File: config.mk
export PLATFORM = sky130hd
export DESIGN_NAME = spi_reg_bank
export DESIGN_NICKNAME = d
export VERILOG_FILES = /design/src/rtl/spi_reg_pkg.sv /design/src/rtl/w1c_flags.sv /design/src/rtl/spi_reg_bank.sv
export SDC_FILE = /design/constraint.sdc
export NUM_CORES = 1
export LEC_CHECK = 0
export CAP_MARGIN = 20
export CORE_UTILIZATION = 45
export CTS_CLUSTER_DIAMETER = 100
export DETAILED_ROUTE_END_ITERATION = 8
export PLACE_DENSITY = 0.75
export SLEW_MARGIN = 20
export SYNTH_ARGS = -nofsm -noshare
export SYNTH_HDL_FRONTEND = slang
export SYNTH_SLANG_ARGS = --single-unit
File: constraint.sdc
create_clock -name clk -period 1.35 [get_ports clk]
set_input_delay 0.2025 -clock clk [delete_from_list [all_inputs] [get_ports clk]]
set_output_delay 0.2025 -clock clk [all_outputs]
set_load 0.05 [all_outputs]
File: src/rtl/spi_reg_pkg.sv
// Shared constants for the SPI-attached register bank.
// Contents:
//   - register address map (3-bit address space)
//   - CTRL register bit positions
package spi_reg_pkg;

  localparam logic [2:0] ADDR_CTRL  = 3'd0;
  localparam logic [2:0] ADDR_CFG0  = 3'd1;
  localparam logic [2:0] ADDR_EVT   = 3'd5;
  localparam logic [2:0] ADDR_HWIN  = 3'd6;
  localparam logic [2:0] ADDR_WRCNT = 3'd7;

  localparam int CTRL_EN     = 0;
  localparam int CTRL_IRQ_EN = 1;

endpackage

File: src/rtl/w1c_flags.sv
// Sticky event flags with write-one-to-clear.
// Ports:
//   clk, rstb  - clock, synchronous active-low reset
//   ena        - update enable; flags hold when low
//   set_i      - per-bit set requests (already gated by the caller)
//   clr_i      - per-bit clear requests (the write data of a W1C write)
//   flags_o    - current flag values
// A bit that is set and cleared in the same cycle ends up set, so an
// event arriving during a clear is never lost.
module w1c_flags #(
  parameter int W = 8
) (
  input  logic         clk,
  input  logic         rstb,
  input  logic         ena,
  input  logic [W-1:0] set_i,
  input  logic [W-1:0] clr_i,
  output logic [W-1:0] flags_o
);

  logic [W-1:0] flags_reg;
  logic [W-1:0] flags_next;

  assign flags_next = (flags_reg & ~clr_i) | set_i;

  always_ff @(posedge clk) begin
    if (!rstb) begin
      flags_reg <= '0;
    end else if (ena) begin
      flags_reg <= flags_next;
    end
  end

  assign flags_o = flags_reg;

endmodule

File: src/rtl/spi_reg_bank.sv
// Register bank behind the SPI slave register interface.
// Ports:
//   clk, rstb    - clock, synchronous active-low reset
//   ena          - global enable; all state holds when low
//   reg_addr_i   - register address
//   reg_wdata_i  - write data
//   reg_we_i     - single-cycle write strobe
//   reg_rdata_o  - combinational read data for reg_addr_i (pre-write value)
//   status_o     - registered status byte for the start of each frame
//   cfg_o        - CFGn at bits [n*REG_W +: REG_W]
//   evt_i        - one-cycle event pulses captured into EVT
//   hw_in_i      - synchronous hardware inputs sampled into HWIN
//   irq_o        - registered interrupt: CTRL.irq_en & |EVT
// Map: 0 CTRL, 1..4 CFG0..3, 5 EVT (W1C), 6 HWIN (RO), 7 WRCNT (RO, write clears).
module spi_reg_bank
  import spi_reg_pkg::*;
#(
  parameter int ADDR_W  = 3,
  parameter int REG_W   = 8,
  parameter int NUM_CFG = 4
) (
  input  logic                     clk,
  input  logic                     rstb,
  input  logic                     ena,
  input  logic [ADDR_W-1:0]        reg_addr_i,
  input  logic [REG_W-1:0]         reg_wdata_i,
  input  logic                     reg_we_i,
  output logic [REG_W-1:0]         reg_rdata_o,
  output logic [7:0]               status_o,
  output logic [NUM_CFG*REG_W-1:0] cfg_o,
  input  logic [REG_W-1:0]         evt_i,
  input  logic [REG_W-1:0]         hw_in_i,
  output logic                     irq_o
);

  logic              wr_en;
  logic [REG_W-1:0]  ctrl_reg;
  logic [REG_W-1:0]  hwin_reg;
  logic [REG_W-1:0]  wrcnt_reg;
  logic [REG_W-1:0]  wrcnt_next;
  logic [REG_W-1:0]  evt_flags;
  logic [REG_W-1:0]  evt_set;
  logic [REG_W-1:0]  evt_clr;
  logic [ADDR_W-1:0] last_addr_reg;
  logic [ADDR_W-1:0] last_addr_next;
  logic              irq_reg;
  logic              irq_next;
  logic [7:0]        status_reg;
  logic [7:0]        status_next;

  assign wr_en = ena & reg_we_i;

  // Configuration registers, each driving its own slice of cfg_o.
  for (genvar gi = 0; gi < NUM_CFG; gi++) begin : g_cfg
    logic [REG_W-1:0] cfg_reg;
    always_ff @(posedge clk) begin
      if (!rstb) begin
        cfg_reg <= '0;
      end else if (wr_en && reg_addr_i == ADDR_W'(int'(ADDR_CFG0) + gi)) begin
        cfg_reg <= reg_wdata_i;
      end
    end
    assign cfg_o[gi*REG_W +: REG_W] = cfg_reg;
  end

  // Events are only captured while CTRL.enable is set.
  assign evt_set = ctrl_reg[CTRL_EN] ? evt_i : '0;
  assign evt_clr = (wr_en && reg_addr_i == ADDR_EVT) ? reg_wdata_i : '0;

  w1c_flags #(.W(REG_W)) u_evt (
    .clk     (clk),
    .rstb    (rstb),
    .ena     (ena),
    .set_i   (evt_set),
    .clr_i   (evt_clr),
    .flags_o (evt_flags)
  );

  // Write counter: address 7 clears it without counting itself; every
  // other accepted write counts, saturating at all-ones.
  always_comb begin
    wrcnt_next = wrcnt_reg;
    if (wr_en) begin
      if (reg_addr_i == ADDR_WRCNT) begin
        wrcnt_next = '0;
      end else if (wrcnt_reg != '1) begin
        wrcnt_next = wrcnt_reg + 1'b1;
      end
    end
  end

  assign last_addr_next = wr_en ? reg_addr_i : last_addr_reg;
  assign irq_next       = ctrl_reg[CTRL_IRQ_EN] & (|evt_flags);
  assign status_next    = {irq_next, ctrl_reg[CTRL_EN], last_addr_next, wrcnt_next[2:0]};

  always_ff @(posedge clk) begin
    if (!rstb) begin
      ctrl_reg      <= '0;
      hwin_reg      <= '0;
      wrcnt_reg     <= '0;
      last_addr_reg <= '0;
      irq_reg       <= 1'b0;
      status_reg    <= '0;
    end else if (ena) begin
      if (wr_en && reg_addr_i == ADDR_CTRL) begin
        ctrl_reg <= reg_wdata_i;
      end
      hwin_reg      <= hw_in_i;
      wrcnt_reg     <= wrcnt_next;
      last_addr_reg <= last_addr_next;
      irq_reg       <= irq_next;
      status_reg    <= status_next;
    end
  end

  // Read mux reflects register contents before any write this cycle.
  always_comb begin
    reg_rdata_o = '0;
    case (reg_addr_i)
      ADDR_CTRL:  reg_rdata_o = ctrl_reg;
      ADDR_EVT:   reg_rdata_o = evt_flags;
      ADDR_HWIN:  reg_rdata_o = hwin_reg;
      ADDR_WRCNT: reg_rdata_o = wrcnt_reg;
      default: begin
        for (int i = 0; i < NUM_CFG; i++) begin
          if (reg_addr_i == ADDR_W'(int'(ADDR_CFG0) + i)) begin
            reg_rdata_o = cfg_o[i*REG_W +: REG_W];
          end
        end
      end
    endcase
  end

  assign irq_o    = irq_reg;
  assign status_o = status_reg;

endmodule
After elaboration in Yosys (flattened, before gate mapping)
Cells that the tools add are included.
{"block": "op_classes", "mux": 11, "n_eq_ne": 8, "reduce_logical": 11, "n_addsub": 1, "bitwise": 5}
{"operator": "2-to-1 mux 8 bit", "n": 8}
{"operator": "case mux 8 bit (4 select lines)", "n": 1}
{"operator": "== test 3 bit, second input constant", "n": 4}
{"operator": "adder 8 x 1 -> 8 bit, second input constant", "n": 1}
{"operator": "AND 8 bit", "n": 1}
{"operator": "!= test 8 bit, second input constant", "n": 1}
{"operator": "NOT 8 bit", "n": 1}
{"operator": "OR 8 bit", "n": 1}
{"operator": "OR reduction 8 bit", "n": 1}
{"operator": "== test 3 x 2 -> 1 bit, second input constant", "n": 2}
{"operator": "logical AND 1 bit", "n": 6}
{"operator": "2-to-1 mux 3 bit", "n": 2}
{"operator": "== test 3 x 1 -> 1 bit, second input constant", "n": 1}
{"operator": "zero test 3 bit", "n": 1}
{"operator": "AND reduction 3 bit", "n": 1}
{"operator": "AND 1 bit", "n": 2}
{"operator": "AND reduction 2 bit", "n": 1}
{"operator": "nonzero test 2 bit", "n": 1}
{"block": "totals", "out_inout_bits": 49, "in_bits": 31, "wordCells": 48, "ff_bits": 76}

Logic depth before layout (Yosys ltp)
Gate-level depths: netlist of run 1.
{"block": "depth", "word_depth": 6, "ltp_mapped": 7, "ltp_nobuf": 5}

Modules after synthesis
A second synthesis of run 1 with hierarchy kept.
{"block": "unflattened", "hier_cells": 362, "area_unflattened_um2": 3394.5}
{"module": "spi_reg_bank", "n_inst": 1, "seq_area_each_um2": 1221.2, "area_per_inst_um2": 3055.4, "cells_each": 328}
{"module": "w1c_flags", "n_inst": 1, "seq_area_each_um2": 160.2, "area_per_inst_um2": 339.1, "cells_each": 34}

Worst setup path after synthesis of run 1
No wires, ideal clock.
{"block": "synth_path", "path_kind": "register to output", "from": "register g_cfg[2].cfg_reg[2]", "to": "output reg_rdata_o[2]", "path_buffers": 0, "path_stages_with_launch": 5, "t_required_ps": 1148, "arrival_ps": 1898, "path_slack_ps": -750, "path_cell_list": "dfxtp_1 mux2i_1 a221oi_1 a31oi_1 a21oi_1"}
{"block": "synth_between", "elab_chain_len": 3}
{"item": "start, declared", "line_no": "spi_reg_bank.sv:55", "rtl": "logic [REG_W-1:0] cfg_reg;"}
{"item": "start signal, assigned", "line_no": "spi_reg_bank.sv:60", "rtl": "cfg_reg <= reg_wdata_i;"}
{"item": "2-to-1 mux 8 bit (2 in series)", "line_no": "spi_reg_bank.sv:126", "rtl": "if (reg_addr_i == ADDR_W'(int'(ADDR_CFG0) + i)) begin"}
{"item": "case mux 8 bit (4 select lines)", "line_no": "spi_reg_bank.sv:119", "rtl": "case (reg_addr_i)"}
{"item": "end, declared", "line_no": "spi_reg_bank.sv:28", "rtl": "output logic [REG_W-1:0] reg_rdata_o,"}
No other way between the ends.

Worst setup path after layout of run 1
{"block": "layout_path", "from": "register g_cfg[2].cfg_reg[5]", "to": "output reg_rdata_o[5]"}
Same word-level chain as after synthesis.

==> impl_metrics.py, run 1 <==
metrics = {
    "drt": {
        "drc_errors": 0,
        "drt-total-wl_microns": 15300,
        "drt-vias-per-instance": 6.05,
        "via_count": 3793,
        "dr.pass1.iters": 5,
        "ant_nets": 0,
        "drtIter0Drc": 423,
        "wl_per_cell_microns": 24.4,
    },
    "setup_path": {
        "crit-reg2reg-capture": "wrcnt_reg[5]",
        "r2r_setup_slack_ps": -240,
        "slowest_delay_ps": 480,
        "cp_cell_sequence": "mux4_2 > mux2_4 > buf_8",
        "required_ps": 1150,
        "critical_path_class": "register to primary output",
        "reg2reg_from": "wrcnt_reg[1]",
        "crit_arrival_ps": 1670,
        "cp_slowest_cell": "mux4_2",
        "crit_fanout": 2,
        "end_kind": "primary output",
        "cp-start-kind": "register",
        "reg2regPathDepth": 5,
    },
    "synthesis": {
        "synthFlopType": "dfxtp_1",
        "ys_seq_elements": 69,
        "yosys.cell_types.count": 46,
        "synth.net_count": 369,
        "syn_inst": 337,
        "synthesis.area_sq_um": 3390,
        "yosys_warnings": 0,
        "syn_avg_cell_area_sq_um": 10.1,
        "synth_enable_flop_cells": 0,
        "async_flop_share": 0,
        "synth-seq-area-share": 0.408,
    },
    "sta": {
        "final.setup_skew_ps": 11.3,
        "worst_pin_slew_ps": 382,
        "period_needed_ps": 1870,
        "slew_violations": 0,
        "finalSetupViolCount": 17,
        "layout_setup_ws_ps": -519,
        "timing.fmax_mhz": 535,
        "worst_slew_margin_rel": 0.745,
        "fin_crit_sh": 1.38,
        "whs_ps": 437,
        "finalHoldViolCount": 0,
        "rsz0062_at_grt": "true",
    },
    "floorplanning": {
        "die_height_microns": 88.8,
        "die_w_microns": 88.8,
        "design.core.area_sq_um": 7250,
        "fp-row-count": 31,
        "die_area_sq_um": 7880,
        "io_pins": 80,
        "initial_core_util": 0.467,
    },
    "run_status": {
        "status": "complete, but fails checks",
        "violations": "setup timing",
    },
    "job": {
        "cap_violations": 0,
    },
    "clock_tree": {
        "path_clk_slew_ps": 80,
        "worstSkewPairLatency_ps": 360,
        "cts-root-buf": "clkbuf_8",
        "clock_path_buffers": 2,
        "htreeDepth": 3,
        "cts_hold_buf": 0,
        "cts_sinks": 69,
        "cts_buffers": 9,
        "tritoncts": "yes",
    },
    "global_route": {
        "grt_usage": 0.356,
        "grt_max_degree": 62,
        "grt_first_pass_wirelength_microns": 20100,
        "first_global_vias": 3792,
        "grt-ovfl-total": 0,
        "antenna_found_initial": 0,
    },
    "final_layout": {
        "layout_common_cells": "buf_4 (106), nor2b_1 (51), buf_12 (50)",
        "postLayoutCoreUtil": 0.867,
        "largest_reg_flops": 32,
        "fillers": 326,
        "multi_input_area_sq_um": 2140,
        "register_area_sq_um": 1490,
        "diodes": 0,
        "layout.nets": 555,
        "final_common_cell": "buf_4",
        "area_growth_pct": 85.5,
        "drive_gt1_frac": 0.538,
    },
    "placement": {
        "portBuffers": 79,
        "dp_hpwl_microns": 8440,
        "gp_congestion": 0.882,
    },
    "hold_path": {
        "min_to": "hwin_reg[3]",
        "hold_path_startpoint": "ena",
        "whs_path_depth": 4,
        "hold_class": "input port to register",
    },
    "power_and_ir_drop": {
        "powerDensity_nw_per_um2": 788,
        "leakage_uw": 0.00261,
        "ir_worst_vdd_mv": 0.525,
    },
}
[cell families after synthesis]
kind of cell             Yosys count  synth area share
AO/OA/AOI/OAI                     52             0.101
multiplexers                      66             0.234
AND/OR/NAND/NOR                  113             0.203
buffers and inverters             35            0.0487
XOR/XNOR                           1           0.00258
adder cells (fa/ha/maj)            1           0.00369
flip-flops                        69             0.408
[synthesized netlist by cell type, drive strengths merged (5+ instances only)]
library cell	count	area share
dfxtp	69	0.41
nor2b	52	0.096
mux2i	51	0.15
nand2	21	0.024
buf	15	0.027
a21boi	14	0.031
o21ai	13	0.019
clkbuf	10	0.011
inv	10	0.011
mux4	10	0.066
a21oi	7	0.010
nor2	6	0.0066
mux2	5	0.017
[critical path, delay by kind of cell, from the launching register on]
kind / cells / cell delay (ps)
muxes: 2 / 780
DFF: 1 / 380
buffers and inverters: 1 / 150
[through the flow]
step                std cells  total power [uW]  setup WS, ps  cell area, sq um  setup TNS (ps)
global route              627              5050          -517              6290           -5640
CTS                       615              4820          -490              6100           -3710
global placement          591              2890          -706              5580          -31950
detailed placement        591              2910          -737              5580          -35440
finish                    627              4960          -519              6290           -5060
floorplan                 337              2490         -98.4              3560            -604
[power breakdown]
part | switching (uW) | internal (uW) | leakage, uW
Sequential | 38.2 | 2030 | 0.000585
Clock | 845 | 1080 | 0.000111
Combinational | 480 | 480 | 0.00192
[cell type report]
cell class | instances | area share
Sequential cell | 69 | 0.237
Inverter | 10 | 0.00597
Timing Repair Buffer | 200 | 0.363
Tap cell | 99 | 0.0197
Multi-Input combinational cell | 233 | 0.340
Clock inverter | 5 | 0.0117
Clock buffer | 11 | 0.0225
[per-layer routing]
layer,vias to the layer above,routed length [microns],global-route usage
li1,1572,-,-
met1,1796,5470,0.389
met2,305,7270,0.620
met3,120,1360,0.0979
met4,0,1190,0.204
met5,-,0,0
[timing repair]
action | CTS | global route
setup buffers | 6 | 14
gates resized for setup | 63 | 39
setup endpoints to repair | 65 | 52
gates cloned | 2 | 0
pin swaps | 9 | 23
[how the worst max path moves through the flow]
stage / startpoint / endpoint / slack (ps) / cells past startpoint
after global routing: g_cfg[2].cfg_reg[5] / reg_rdata_o[5] / -520 / 3
after detailed placement: reg_addr_i[0] / reg_rdata_o[1] / -740 / 5
after global placement: reg_addr_i[1] / reg_rdata_o[1] / -710 / 5
final: g_cfg[2].cfg_reg[5] / reg_rdata_o[5] / -520 / 3
after CTS: g_cfg[2].cfg_reg[1] / reg_rdata_o[1] / -490 / 3
after floorplan: reg_addr_i[0] / reg_rdata_o[2] / -100 / 6
Power figures use the tool's default switching activity.
==> run 2: changes to the inputs <==
--- a/config.mk
+++ b/config.mk
@@ -10,7 +10,7 @@
 export CTS_CLUSTER_DIAMETER = 100
 export DETAILED_ROUTE_END_ITERATION = 8
 export PLACE_DENSITY = 0.75
-export SLEW_MARGIN = 20
+export SLEW_MARGIN = 10
 export SYNTH_ARGS = -nofsm -noshare
 export SYNTH_HDL_FRONTEND = slang
 export SYNTH_SLANG_ARGS = --single-unit
==> results of run 2 <==
No change in the layout: final DEF, timing and power equal those of run 1.
==> run 3: changes to the inputs <==
--- a/config.mk
+++ b/config.mk
@@ -9,6 +9,7 @@
 export CORE_UTILIZATION = 45
 export CTS_CLUSTER_DIAMETER = 100
 export DETAILED_ROUTE_END_ITERATION = 8
+export GPL_TIMING_DRIVEN = 0
 export PLACE_DENSITY = 0.75
 export SLEW_MARGIN = 10
 export SYNTH_ARGS = -nofsm -noshare
==> run 3 against run 2 <==
  * The run still ends with setup timing left
  * Worst hold slack lost 180 ps
  * Critical path depth is the same
  * Maximum frequency grew 1.0%
  * Wire length shrank 27%
==> impl_metrics.py, run 3 (synthesis gave the netlist of run 1 again) <==
metrics = {
    "final_layout": {
        "diodes": 0,
        "layout_common_cells": "nor2b_1 (51), mux2i_1 (48), clkdlybuf4s15_2 (35)",
        "largest_reg_flops": 32,
        "final_common_cell": "nor2b_1",
        "layout.nets": 484,
        "drive_gt1_frac": 0.442,
        "area_growth_pct": 55.6,
    },
    "drt": {
        "ant_nets": 0,
        "dr.pass1.iters": 5,
        "via_count": 3148,
        "drt-total-wl_microns": 11200,
        "drtIter0Drc": 189,
        "drt-vias-per-instance": 5.66,
        "wl_per_cell_microns": 20.2,
        "drc_errors": 0,
    },
    "global_route": {
        "grt-ovfl-total": 0,
        "grt_first_pass_wirelength_microns": 16600,
        "grt_max_degree": 11,
        "first_global_vias": 3120,
        "antenna_found_initial": 0,
        "grt_usage": 0.294,
    },
    "placement": {
        "gp_congestion": 0.858,
        "portBuffers": 77,
        "dp_hpwl_microns": 7060,
    },
    "setup_path": {
        "r2r_setup_slack_ps": -180,
        "endpoint": "reg_rdata_o[1]",
        "crit_arrival_ps": 1650,
        "end_kind": "primary output",
        "crit_fanout": 2,
        "critical_path_class": "register to primary output",
        "startpoint": "wrcnt_reg[1]",
        "required_ps": 1150,
        "reg2regPathDepth": 6,
        "crit-reg2reg-capture": "wrcnt_reg[5]",
        "cp-start-kind": "register",
        "reg2reg_from": "wrcnt_reg[3]",
    },
    "run_status": {
        "status": "complete, but fails checks",
        "violations": "setup timing",
    },
    "clock_tree": {
        "clock_path_buffers": 2,
        "cts_buffers": 9,
        "cts_hold_buf": 0,
        "cts-root-buf": "clkbuf_8",
        "worstSkewPairLatency_ps": 350,
        "cts_sinks": 69,
        "htreeDepth": 3,
        "path_clk_slew_ps": 80,
        "tritoncts": "yes",
    },
    "sta": {
        "worst_slew_margin_rel": 0.514,
        "layout_setup_ws_ps": -500,
        "final.setup_skew_ps": 8.24,
        "fin_crit_sh": 1.37,
        "setup_tns_ps": -4240,
        "rsz0062_at_grt": "true",
        "period_needed_ps": 1850,
        "slew_violations": 0,
        "timing.fmax_mhz": 541,
        "worst_pin_slew_ps": 728,
        "finalHoldViolCount": 0,
        "whs_ps": 255,
        "finalSetupViolCount": 15,
    },
    "power_and_ir_drop": {
        "leakage_uw": 0.00202,
        "powerDensity_nw_per_um2": 828,
        "total_power_uw": 4370,
        "ir_worst_vdd_mv": 0.495,
    },
    "floorplanning": {
        "die_height_microns": 88.8,
        "fp-row-count": 31,
        "die_area_sq_um": 7880,
        "io_pins": 80,
        "design.core.area_sq_um": 7250,
        "die_w_microns": 88.8,
        "initial_core_util": 0.467,
    },
    "hold_path": {
        "hold_path_startpoint": "rstb",
        "hold_class": "input port to register",
    },
    "job": {
        "cap_violations": 0,
    },
}
[run 3: layer usage]
layer | global-route usage | part of all wire
met5 | 0 | 0
met4 | 0.120 | 0.027
met3 | 0.0634 | 0.070
met2 | 0.493 | 0.49
met1 | 0.367 | 0.42
[run 3: area by class of cell]
cell class	count	area, sq um
Multi-Input combinational cell	233	2140
Fill cell	521	1980
Timing Repair Buffer	105	1110
Inverter	10	37.5
Sequential cell	69	1490
Clock buffer	15	166
Clock inverter	1	5.00
Buffer	24	193
Tap cell	99	124
[run 3: how the worst min path moves through the flow]
stage	endpoint	depth (start not counted)	slack, ps
6_report	wrcnt_reg[1]	2	260
5_1_grt	wrcnt_reg[1]	2	300
4_1_cts	wrcnt_reg[1]	2	260
3_5_place_dp	status_o[5]	2	470
3_3_place_gp	last_addr_reg[1]	2	460
2_1_floorplan	u_evt.flags_o[0]	2	350
[run 3: critical path: stages, from the launching register on]
cell	delay [ps]
dfxtp_4	370
mux4_2	480
mux2_4	290
buf_8	150
[run 3: what timing repair did]
item | in CTS | in global routing
gates resized for setup | 272 | 26
cloned | 2 | 0
pin swaps | 12 | 14
endpoints found under the setup margin | 105 | 52
hold endpoints to repair | 0 | 0
setup buffers | 17 | 9
[run 3: power breakdown]
part	total (uW)	switching (uW)	internal, uW
logic	768	411	356
registers	2060	32.3	2030
clock network	1530	765	769
total	4370	1210	3160
[run 3: per-stage QoR]
step	cells	setup slack, ps	util	cell area (sq um)
3_5_place_dp	513	-1580	0.614	4460
3_3_place_gp	513	-1550	0.614	4460
4_1_cts	548	-499	0.703	5100
6_report	556	-500	0.727	5270
5_1_grt	556	-511	0.727	5270
2_1_floorplan	337	-98.4	-	3560
